**src/rtl/jtkicker_pkg.sv**
```systemverilog
// Shared types for the kicker ROM arbiter.
// FSM states, grant selects and a width helper.
package jtkicker_pkg;

  typedef enum logic [1:0] {
    ST_IDLE  = 2'd0,
    ST_ISSUE = 2'd1,
    ST_WAIT  = 2'd2
  } arb_st_t;

  typedef enum logic {
    GNT_SCR = 1'b0,
    GNT_OBJ = 1'b1
  } gnt_t;

  function automatic int max2(
    input int a,
    input int b
  );
    return (a > b) ? a : b;
  endfunction

endpackage

```
**src/rtl/jtkicker_romarb_entry.sv**
```systemverilog
// One-word cache entry: tag, data, valid.
// Hit is combinational against the live address.
module jtkicker_romarb_entry #(
  parameter int AW = 13
) (
  input  logic          clk,
  input  logic          rst_n,
  input  logic          cs,
  input  logic [AW-1:0] addr,
  input  logic          we,
  input  logic [AW-1:0] wtag,
  input  logic [31:0]   wdata,
  output logic [31:0]   data,
  output logic          ok
);

  logic [AW-1:0] tag_q, tag_d;
  logic [31:0]   data_q, data_d;
  logic          vld_q, vld_d;

  // next entry contents on a fill
  always_comb begin
    tag_d  = tag_q;
    data_d = data_q;
    vld_d  = vld_q;
    if (we) begin
      tag_d  = wtag;
      data_d = wdata;
      vld_d  = 1'b1;
    end
  end

  // entry storage
  always_ff @(posedge clk or negedge rst_n) begin
    if (!rst_n) begin
      tag_q  <= '0;
      data_q <= '0;
      vld_q  <= 1'b0;
    end else begin
      tag_q  <= tag_d;
      data_q <= data_d;
      vld_q  <= vld_d;
    end
  end

  assign data = data_q;
  assign ok   = cs & vld_q & (addr == tag_q);

endmodule

```
**src/rtl/jtkicker_romarb.sv**
```systemverilog
// Two-requester ROM arbiter with one-word caches.
// Alternating priority, no preemption, retry on timeout.
module jtkicker_romarb
  import jtkicker_pkg::*;
#(
  parameter int          SCR_AW   = 13,
  parameter int          OBJ_AW   = 14,
  parameter int          ROM_AW   = 15,
  parameter int unsigned OBJ_BASE = 32'h2000,
  parameter int          TIMEOUT  = 255
) (
  input  logic              clk,
  input  logic              rst_n,
  input  logic              scr_cs,
  input  logic [SCR_AW-1:0] scr_addr,
  output logic [31:0]       scr_data,
  output logic              scr_ok,
  input  logic              obj_cs,
  input  logic [OBJ_AW-1:0] obj_addr,
  output logic [31:0]       obj_data,
  output logic              obj_ok,
  output logic              rom_cs,
  output logic [ROM_AW-1:0] rom_addr,
  input  logic [31:0]       rom_data,
  input  logic              rom_ok
);

  localparam int AM = max2(SCR_AW, OBJ_AW);
  localparam int CW =
    (TIMEOUT > 255) ? $clog2(TIMEOUT + 1) : 8;

  arb_st_t           st_q, st_d;
  gnt_t              gnt_q, gnt_d;
  gnt_t              last_q, last_d;
  gnt_t              sel;
  logic [CW-1:0]     cnt_q, cnt_d;
  logic              cs_q, cs_d;
  logic [ROM_AW-1:0] addr_q, addr_d;
  logic [AM-1:0]     req_q, req_d;

  logic              scr_pend, obj_pend;
  logic              fill;
  logic [ROM_AW-1:0] scr_rom, obj_rom;

  assign scr_pend = scr_cs & ~scr_ok;
  assign obj_pend = obj_cs & ~obj_ok;
  assign fill     = (st_q == ST_WAIT) & rom_ok;

  assign scr_rom = ROM_AW'(scr_addr);
  assign obj_rom = ROM_AW'(obj_addr)
                 + ROM_AW'(OBJ_BASE);

  // pick a requester; on a tie the one not served last
  always_comb begin
    sel = GNT_SCR;
    if (scr_pend && obj_pend)
      sel = (last_q == GNT_OBJ) ? GNT_SCR : GNT_OBJ;
    else if (obj_pend)
      sel = GNT_OBJ;
  end

  // arbiter next-state and registered port outputs
  always_comb begin
    st_d   = st_q;
    gnt_d  = gnt_q;
    last_d = last_q;
    cnt_d  = cnt_q;
    cs_d   = cs_q;
    addr_d = addr_q;
    req_d  = req_q;
    unique case (st_q)
      ST_IDLE: begin
        cs_d = 1'b0;
        if (scr_pend || obj_pend) begin
          st_d  = ST_ISSUE;
          gnt_d = sel;
          cs_d  = 1'b1;
          cnt_d = '0;
          if (sel == GNT_OBJ) begin
            addr_d = obj_rom;
            req_d  = AM'(obj_addr);
          end else begin
            addr_d = scr_rom;
            req_d  = AM'(scr_addr);
          end
        end
      end
      ST_ISSUE: begin
        st_d  = ST_WAIT;
        cnt_d = '0;
      end
      ST_WAIT: begin
        if (rom_ok) begin
          st_d   = ST_IDLE;
          cs_d   = 1'b0;
          last_d = gnt_q;
        end else if (cnt_q == CW'(TIMEOUT - 1)) begin
          st_d  = ST_ISSUE;
          cnt_d = '0;
        end else begin
          cnt_d = cnt_q + 1'b1;
        end
      end
      default: begin
        st_d = ST_IDLE;
        cs_d = 1'b0;
      end
    endcase
  end

  // arbiter state registers
  always_ff @(posedge clk or negedge rst_n) begin
    if (!rst_n) begin
      st_q   <= ST_IDLE;
      gnt_q  <= GNT_SCR;
      last_q <= GNT_OBJ;
      cnt_q  <= '0;
      cs_q   <= 1'b0;
      addr_q <= '0;
      req_q  <= '0;
    end else begin
      st_q   <= st_d;
      gnt_q  <= gnt_d;
      last_q <= last_d;
      cnt_q  <= cnt_d;
      cs_q   <= cs_d;
      addr_q <= addr_d;
      req_q  <= req_d;
    end
  end

  assign rom_cs   = cs_q;
  assign rom_addr = addr_q;

  jtkicker_romarb_entry #(
    .AW (SCR_AW)
  ) u_scr (
    .clk   (clk),
    .rst_n (rst_n),
    .cs    (scr_cs),
    .addr  (scr_addr),
    .we    (fill & (gnt_q == GNT_SCR)),
    .wtag  (req_q[SCR_AW-1:0]),
    .wdata (rom_data),
    .data  (scr_data),
    .ok    (scr_ok)
  );

  jtkicker_romarb_entry #(
    .AW (OBJ_AW)
  ) u_obj (
    .clk   (clk),
    .rst_n (rst_n),
    .cs    (obj_cs),
    .addr  (obj_addr),
    .we    (fill & (gnt_q == GNT_OBJ)),
    .wtag  (req_q[OBJ_AW-1:0]),
    .wdata (rom_data),
    .data  (obj_data),
    .ok    (obj_ok)
  );

endmodule

```
**config.mk**
```make
export PLATFORM = sky130hd
export DESIGN_NAME = jtkicker_romarb
export DESIGN_NICKNAME = d
export VERILOG_FILES = /design/src/rtl/jtkicker_pkg.sv /design/src/rtl/jtkicker_romarb_entry.sv /design/src/rtl/jtkicker_romarb.sv
export SDC_FILE = /design/constraint.sdc
export NUM_CORES = 1
export LEC_CHECK = 0
export ABC_CLOCK_PERIOD_IN_PS = 5150
export CORE_ASPECT_RATIO = 1.75
export CORE_MARGIN = 10
export CORE_UTILIZATION = 35
export DETAILED_ROUTE_END_ITERATION = 10
export GPL_ROUTABILITY_DRIVEN = 0
export PLACE_DENSITY = 0.61
export SETUP_SLACK_MARGIN = 0.05
export SYNTH_ARGS = -nofsm -noshare
export SYNTH_HDL_FRONTEND = slang
export SYNTH_HIERARCHICAL = 1
export SYNTH_SLANG_ARGS = --single-unit
export TNS_END_PERCENT = 100
```
**constraint.sdc**
```tcl
create_clock -name clk -period 5.15 [get_ports clk]
set_input_delay 1.03 -clock clk [delete_from_list [all_inputs] [get_ports clk]]
set_output_delay 1.03 -clock clk [all_outputs]
set_load 0.01 [all_outputs]
```
==> run summary, run 1 <==
The cell with the most instances after synthesis is sky130_fd_sc_hd__dfrtp_1. Post-synthesis cell type with the largest combined area: sky130_fd_sc_hd__dfrtp_1. The run finished with clean final reports.

Synthesis inferred 121 register bits. Wire length on met2: 8.17 mm. The run gives 0.139 as the aggregate global-route resource usage. For the worst clock skew on the final layout, the log shows 0.00848 ns.

Setup violations remaining at the end of the flow were counted as 0. The logs give 0 for the count of final max-slew check failures and 84 for the number of violations reported at the end of detailed-routing iteration 0. The delay of the slowest critical-path stage was 0.60 ns; the post-synthesis instance total was 373. The most critical setup path has its startpoint at obj_addr[0]. Setup repair after global routing left no endpoint under its margin. Fill cells in the final layout number 1,327. The wire length per cell after detailed routing works out to 20.0 um. Post-synthesis instance area: 5330 sq um. Counting the buffers created by CTS gives 17. Final worst setup slack: 0.945 ns. The tools report the post-synthesis cell type count as 42. In this run the cell area measured after placement is 6920 sq um. The total DRC errors in the routed layout is 0.

The fraction of registers with async set or reset after synthesis came out at 1.00. Summed over all nets, the half-perimeter wirelength after detailed placement is 10.6 mm. After global routing the overflow that remains totals 0. For the final-report hold violation count, the log shows 0.

The tools report the sort of element at the end of the critical path as an output pin. The port buffer count was 145. The first-pass GRT wire length is 22.8 mm. 146 I/O pins were placed. Based on the critical path, the design can be clocked at up to 0.238 GHz.

Adding up every negative setup slack in the final design gives 0 ns. The tools report the hold path startpoint as u_obj/vld_q. In this run the static leakage power is 3.24 nW. The initial standard-cell utilization of the core was 0.358; the number of placement rows was 59. Traced cell by cell, the critical path runs through clkdlybuf4s50_1 > xor2_1 > or4_1 > nor4_2 > clkdlybuf4s50_1. Worst hold path depth: 1. The area fraction of the dominant cell type after synthesis is 0.563. The logs give 2.43 ns for the reg-to-reg setup timing slack and 6 for the count of synthesis-stage warnings from yosys. The critical path in this run is classified as in2out.

For the worst-skew pair, the clock arrives at the later sink with an insertion delay of 0.40 ns. At the pin with the least slew margin, the transition time is 0.876 ns. The worst register-to-register path begins at u_obj/tag_q[0]. Compared with the post-synthesis result, the final layout area differs by 41.3%.

In this run the deepest clock path goes through 2 buffers. In this run the power density over the cells is 633 nW/um^2. For the number of nets in the layout, the log shows 593.

Share of the yosys chip area belonging to registers: 0.568. The die covers 20,800 sq um. The run gives 14,900 sq um as the placeable core area.

The total power consumption of the routed design was 4.77 mW; the post-route met1 wirelength was 5.04 mm. The largest fanout on the critical path came out at 2. TritonCTS built the clock tree.

Synthesis produced a netlist with a net count of 439. The die width was 113 um. The first detailed-routing pass took 4 iterations. The post-detailed-route count of antenna-violating nets came out at 0. The count of flip-flops with a built-in enable after synthesis works out to 0.

Yosys attributes the largest share of cell area to sky130_fd_sc_hd__dfrtp_1, sky130_fd_sc_hd__mux2_2, sky130_fd_sc_hd__mux2_4. The minimum period implied by the final worst setup slack was 4.21 ns. The total length of routed met3 wires was 716 um. Cell with the biggest individual delay on the critical path: sky130_fd_sc_hd__clkdlybuf4s50_1. The logs give 7540 sq um for the post-layout instance area and 3,497 for the routed via count. For the worst setup path, the data required time is 4.12 ns.

The clock tree synthesis step divided the H-tree into 4 levels. The ratio of cells with drive above 1 in the final layout works out to 0.259. The via count of the first global-routing pass was 4,038. Among all flip-flop cells after synthesis, the most frequent one is sky130_fd_sc_hd__dfrtp_1. The logs give 0 for the count of hold-fix buffers inserted at cts and 14.4 mm for the total length of routed wires. The tools report the placement-stage worst setup slack as 0.929 ns. After detailed routing, the number of vias per cell comes to 4.86. Post-CTS timing repair inserted 0 buffers for setup.

STA puts the critical path data arrival time at 3.18 ns. VDD sags by at most 0.314 mV. In the synthesized netlist, the cells that appear most often are sky130_fd_sc_hd__dfrtp_1, sky130_fd_sc_hd__mux2_2, sky130_fd_sc_hd__mux2_4, sky130_fd_sc_hd__nand2_1, sky130_fd_sc_hd__xnor2_1. The vertical die dimension works out to 183 um.

The tools report the clock root buffer as sky130_fd_sc_hd__clkbuf_16. The worst register-to-register path ends at cnt_q[3]. Depth of the most critical reg-to-reg path: 7.

The top layer used by detailed routing is met4. STA classifies the critical path startpoint as a primary input. A synthesized cell averages 14.3 sq um.

Post-CTS repair changed the size of 0 cells. Max-cap check violation count: 0. The worst min-delay path class was reg2reg. The relative slew slack came out at 0.410.

The total number of clock tree sinks is 121. In this design, the critical path's most frequently occurring cell is sky130_fd_sc_hd__clkdlybuf4s50_1. After clock tree synthesis, the clock-pin slew on the worst setup and hold paths is 0.05 ns. The destination of the worst hold path is u_obj/vld_q. The number of antenna violations at the first check in global routing is 1. On the final layout, the worst hold slack is 0.465 ns. The largest net degree at the start of global routing is 46, and the post-route clock period utilization is 0.817.
==> cell usage in the layout, fill, tap and decap left out, types with 3 or more instances in the layout <==
master,instances
sky130_fd_sc_hd__nor2b_1,3
sky130_fd_sc_hd__nor2_1,4
sky130_fd_sc_hd__clkdlybuf4s50_1,144
sky130_fd_sc_hd__xor2_1,3
sky130_fd_sc_hd__or3_1,3
sky130_fd_sc_hd__o21ai_0,17
sky130_fd_sc_hd__bufinv_16,5
sky130_fd_sc_hd__dfrtp_1,120
sky130_fd_sc_hd__nand3_1,6
sky130_fd_sc_hd__nand4_1,6
sky130_fd_sc_hd__clkinv_2,4
sky130_fd_sc_hd__nand2_1,29
sky130_fd_sc_hd__clkbuf_16,17
sky130_fd_sc_hd__mux2_2,52
sky130_fd_sc_hd__buf_4,7
sky130_fd_sc_hd__mux2_4,39
sky130_fd_sc_hd__inv_1,3
sky130_fd_sc_hd__mux2i_1,13
sky130_fd_sc_hd__xnor2_1,24
==> area by class of cell <==
cell class | instances | area [sq um] | share of cell area
sequential | 121 | 3030 | 0.402
multi-input combinational | 233 | 2150 | 0.286
timing repair buffer | 151 | 1490 | 0.198
clock buffer | 18 | 439 | 0.0583
tap | 183 | 229 | 0.0304
clock inverter | 10 | 178 | 0.0236
inverter | 3 | 11.3 | 0.00149
antenna | 1 | 2.50 | 0.000332
==> sequential cells by signal, summed over array words and instances, names as in the netlist <==
signal,count
u_obj/data,32
u_scr/data,32
rom_addr,15
u_obj/tag_q,14
u_scr/tag_q,13
cnt_q,8
st_q,2
gnt_q,1
last_q,1
rom_cs,1
u_obj/vld_q,1
u_scr/vld_q,1
==> worst max path at each step <==
stage                  endpoint  slack [ns]
detailed placement       obj_ok        0.93
global route             obj_ok        0.84
finish                   obj_ok        0.94
floorplan           rom_addr[5]        2.00
global placement         obj_ok        0.94
CTS                      obj_ok        0.93
==> metal layers <==
metal  vias up  global-route usage
met5         -                   0
met4         0              0.0632
met3        20              0.0379
met2        91               0.264
met1      1766               0.135
li1       1620                   -
==> where the power goes <==
| part | leakage, nW | internal, mW | total, mW | switching, mW |
|---|---|---|---|---|
| clock | 0.303 | 0.857 | 1.26 | 0.408 |
| sequential | 1.49 | 1.39 | 1.69 | 0.293 |
| combinational | 1.45 | 1.11 | 1.82 | 0.705 |
==> metrics by stage <==
step,util,cells
detailed placement,0.464,691
global route,0.505,720
CTS,0.505,719
global placement,0.464,691
floorplan,-,373
finish,0.505,720
==> worst max-delay path: cells and delay by family <==
family	cells	cell delay [ns]
and+or+nand+nor	2	0.89
buffers and inverters	2	1.05
xor gates and xnor gates	1	0.20
==> kinds of logic (layout without fill, tap and decap cells) <==
family,Yosys count,count (layout),synth area share
AOI/OAI and AO/OA,34,34,0.0434
xor gates and xnor gates,27,27,0.0443
adders and majority gates,2,2,0.00469
buffers and inverters,19,182,0.0307
DFF,121,121,0.568
muxes,104,104,0.244
other,0,1,0
and+or+nand+nor,66,66,0.0650
(Power assumes the default switching activity.)
==> run 2: changes to the inputs <==
- ABC_CLOCK_PERIOD_IN_PS: 5150 -> 3700
- PLACE_DENSITY: 0.61 -> 0.64
- clock period: 5.15 -> 3.7 ns (I/O delays scaled with it)
==> run 2 against run 1 <==
  * Combinational power rose by 40%
  * Wire length decreased by 1.7%
  * Clock skew about the same
  * Non-clock buffer count is 3 higher
  * Die area unchanged
  * Sequential power rose by 39%
  * Clock power is 44% higher
  * Global-route usage is 0.11 points lower
  * Register-to-register slack worse by 1.2 ns
  * Cell count is 0.83% higher
  * Cell area grew 1.1%
  * Critical path type unchanged
  * Largest cell class unchanged
==> run summary, run 2 (synthesized netlist as in run 1, its figures left out) <==
The power per standard cell area was 883 nW/um^2 (+39%); the detailed-route vias per instance was 4.86 (about the same). Required time of the worst setup path: 2.96 ns (-1.16 ns). The worst setup path is launched from a primary input. The post-CTS resize count is 1 (+1). The post-layout instance area is 7620 sq um (+1.1%), and the design internal power is 4.73 mW (+41%).

Count of hold-fix buffers inserted at cts: 0 (unchanged). The logs give 0 (unchanged) for the post-CTS repair timing setup buffer count and 694 (+0.43%) for the count of placed standard cells including taps. The total length of routed wires is 14.1 mm (-1.7%), and the routed via count is 3,529 (+0.92%). For the relative slew slack, the log shows 0.575 (+0.165). Leakage dissipation: 3.27 nW (+1.1%).

TritonCTS built the clock tree. The library cells used most frequently in the layout, excluding fill and tap cells, are sky130_fd_sc_hd__clkdlybuf4s50_1, sky130_fd_sc_hd__dfrtp_1, sky130_fd_sc_hd__mux2_2, sky130_fd_sc_hd__mux2_4, sky130_fd_sc_hd__nand2_1. The count of non-filler cells in the finished layout was 726 (+0.83%); the switching component of the power was 2.00 mW (+42%).

STA classifies the critical path endpoint as an output pin. Number of placement rows: 59 (unchanged). The clock group share of total power was 0.271 (+0.006). Final-report setup violation count: 0 (unchanged). The run gives 0 (unchanged) as the final-report hold violation count. The run gives 0 (unchanged) as the max-cap check violation count.

Commonest non-fill, non-tap cell in the layout: sky130_fd_sc_hd__clkdlybuf4s50_1. The insertion delay to the later sink of the worst-skew pair was 0.41 ns (about the same). The post-CTS clock slew at the launch and capture registers of the worst setup and hold paths is 0.06 ns (about the same), and the total half-perimeter wirelength after legalization and detailed placement is 10.4 mm (-1.9%). After layout, the minimum clock period comes to 3.40 ns. Worst min-delay path class: in2async. Worst clock skew on the final layout: 0.00898 ns (+0.000500 ns). The logs give 0 (unchanged) for the count of final max-slew check failures and 4 (unchanged) for the H-tree level count. The aggregate global-route resource usage came out at 0.138 (-0.00105). Area growth from synthesis to layout: 42.9%.

The sequential cell fraction of total power is 0.349 (-0.005). The die width came out at 113 um (unchanged). Setup repair after global routing left no endpoint under its margin. The number of nets in the layout is 596 (+0.51%).

The run gives 146 (unchanged) as the number of I/O pins. The area of the die is 20,800 sq um (unchanged), and the post-route clock period utilization is 0.918. Vertical die dimension: 183 um (unchanged). The total number of clock tree sinks was 121 (unchanged); the fraction of power spent switching nets was 0.297 (+0.00177). The final setup TNS is 0 ns (unchanged).

The iteration count of the initial detailed-routing pass came out at 4 (unchanged). The clock root buffer was sky130_fd_sc_hd__clkbuf_16. The wire length per cell after detailed routing was 19.5 um (-2.6%). The clock tree buffer depth came out at 2 (unchanged). For the antenna cell count, the log shows 0 (-1). For the utilization after layout, the log shows 0.511 (+0.00579). The logs give 0 (unchanged) for the total global routing overflow and 3,840 (-4.9%) for the via count of the first global-routing pass. Total clock buffers created by CTS: 17 (unchanged). The largest net degree at the start of global routing was 74 (+61%). The run gives 1.21 ns (-1.22 ns) as the reg-to-reg setup timing slack. The logs give 0.548 mV (+75%) for the peak ir drop on the vdd network and 14,900 sq um (unchanged) for the placeable core area. The flow ran to the end, and the final reports show no timing, DRC or antenna violations. For this run, the top clock speed supported by timing is 0.294 GHz.

The initial standard-cell utilization of the core is 0.358 (unchanged). The largest fanout on the critical path was 2 (unchanged); the post-place instance area was 6960 sq um (+0.69%). The port buffer count came out at 145 (unchanged). The run gives 22.5 mm (-1.6%) as the first-pass GRT wire length. The tools report the signal arrival time at the worst endpoint as 2.66 ns (-0.52 ns). The number of antenna violations at the first check in global routing came out at 0 (-1). The run gives 0.380 (about the same) as the relative contribution of combinational cells to total power.

The total DRC errors in the routed layout came out at 0 (unchanged). The ratio of cells with drive above 1 in the final layout is 0.267 (+0.00771), and the pin slew with the least headroom to its limit is 0.637 ns (-0.238 ns). The number of violations reported at the end of detailed-routing iteration 0 was 154 (+83%); the post-detailed-route count of antenna-violating nets was 0 (unchanged).

Critical setup path kind: in2out.
## run 2: cell count changes in the layout (fill, tap and decap cells not counted), sizes merged
| cell | delta |
|---|---|
| buf | +3 |
| inv | +3 |
| clkinv | -2 |
| clkinvlp | +2 |
| clkbuf | +1 |
| clkdlybuf4s50 | -1 |
| diode | -1 |
| dlygate4sd2 | +1 |
## run 2: final timing paths
kind                                      from        endpoint  depth (start not counted)
worst max-delay path               scr_addr[0]          scr_ok                          5
worst min-delay path                     rst_n  u_obj/data[15]                          1
worst max register to register  u_obj/tag_q[0]    rom_addr[12]                          8
worst min register to register     u_obj/vld_q     u_obj/vld_q                          1
max in group asynchronous                rst_n  u_scr/data[19]                          2
min in group clk                   u_obj/vld_q     u_obj/vld_q                          1
## run 2: final cells by class
type,count,area (sq um)
clock buffer,19,443
clock inverter,13,216
fill,1272,7290
inverter,3,11.3
multi-input combinational,233,2150
sequential,121,3030
tap,183,229
timing repair buffer,154,1540
## run 2: per-layer routing
metal | share of wire | vias to the layer above | global-route usage
met5 | 0 | - | 0
met2 | 0.58 | 90 | 0.262
li1 | - | 1632 | -
met1 | 0.36 | 1799 | 0.139
met3 | 0.044 | 8 | 0.0425
met4 | 0.012 | 0 | 0.0433
## run 2: through the flow
| step | total power, mW | hold WS (ns) | worst slack (ns) |
|---|---|---|---|
| 5_1_grt | 7.10 | 0.383 | 0.241 |
| 3_5_place_dp | 4.96 | 0.460 | 0.0412 |
| 2_1_floorplan | 3.61 | 0.439 | 0.839 |
| 4_1_cts | 6.84 | 0.356 | 0.266 |
| 3_3_place_gp | 4.90 | 0.451 | 0.0989 |
| 6_report | 6.73 | 0.342 | 0.302 |
## run 2: power groups by stage
stage	Sequential [mW]	Combinational (mW)	Clock, mW
6_report	2.35	2.55	1.82
5_1_grt	2.45	2.72	1.93
4_1_cts	2.36	2.61	1.87
3_3_place_gp	2.34	2.56	0
2_1_floorplan	2.50	1.11	0
3_5_place_dp	2.37	2.59	0
## run 2: worst max-delay path, stage by stage
cell                              delay (ns)
sky130_fd_sc_hd__clkdlybuf4s50_1        0.52
sky130_fd_sc_hd__xnor2_1                0.15
sky130_fd_sc_hd__nand4_1                0.17
sky130_fd_sc_hd__nor4_2                 0.46
sky130_fd_sc_hd__clkdlybuf4s50_1        0.63
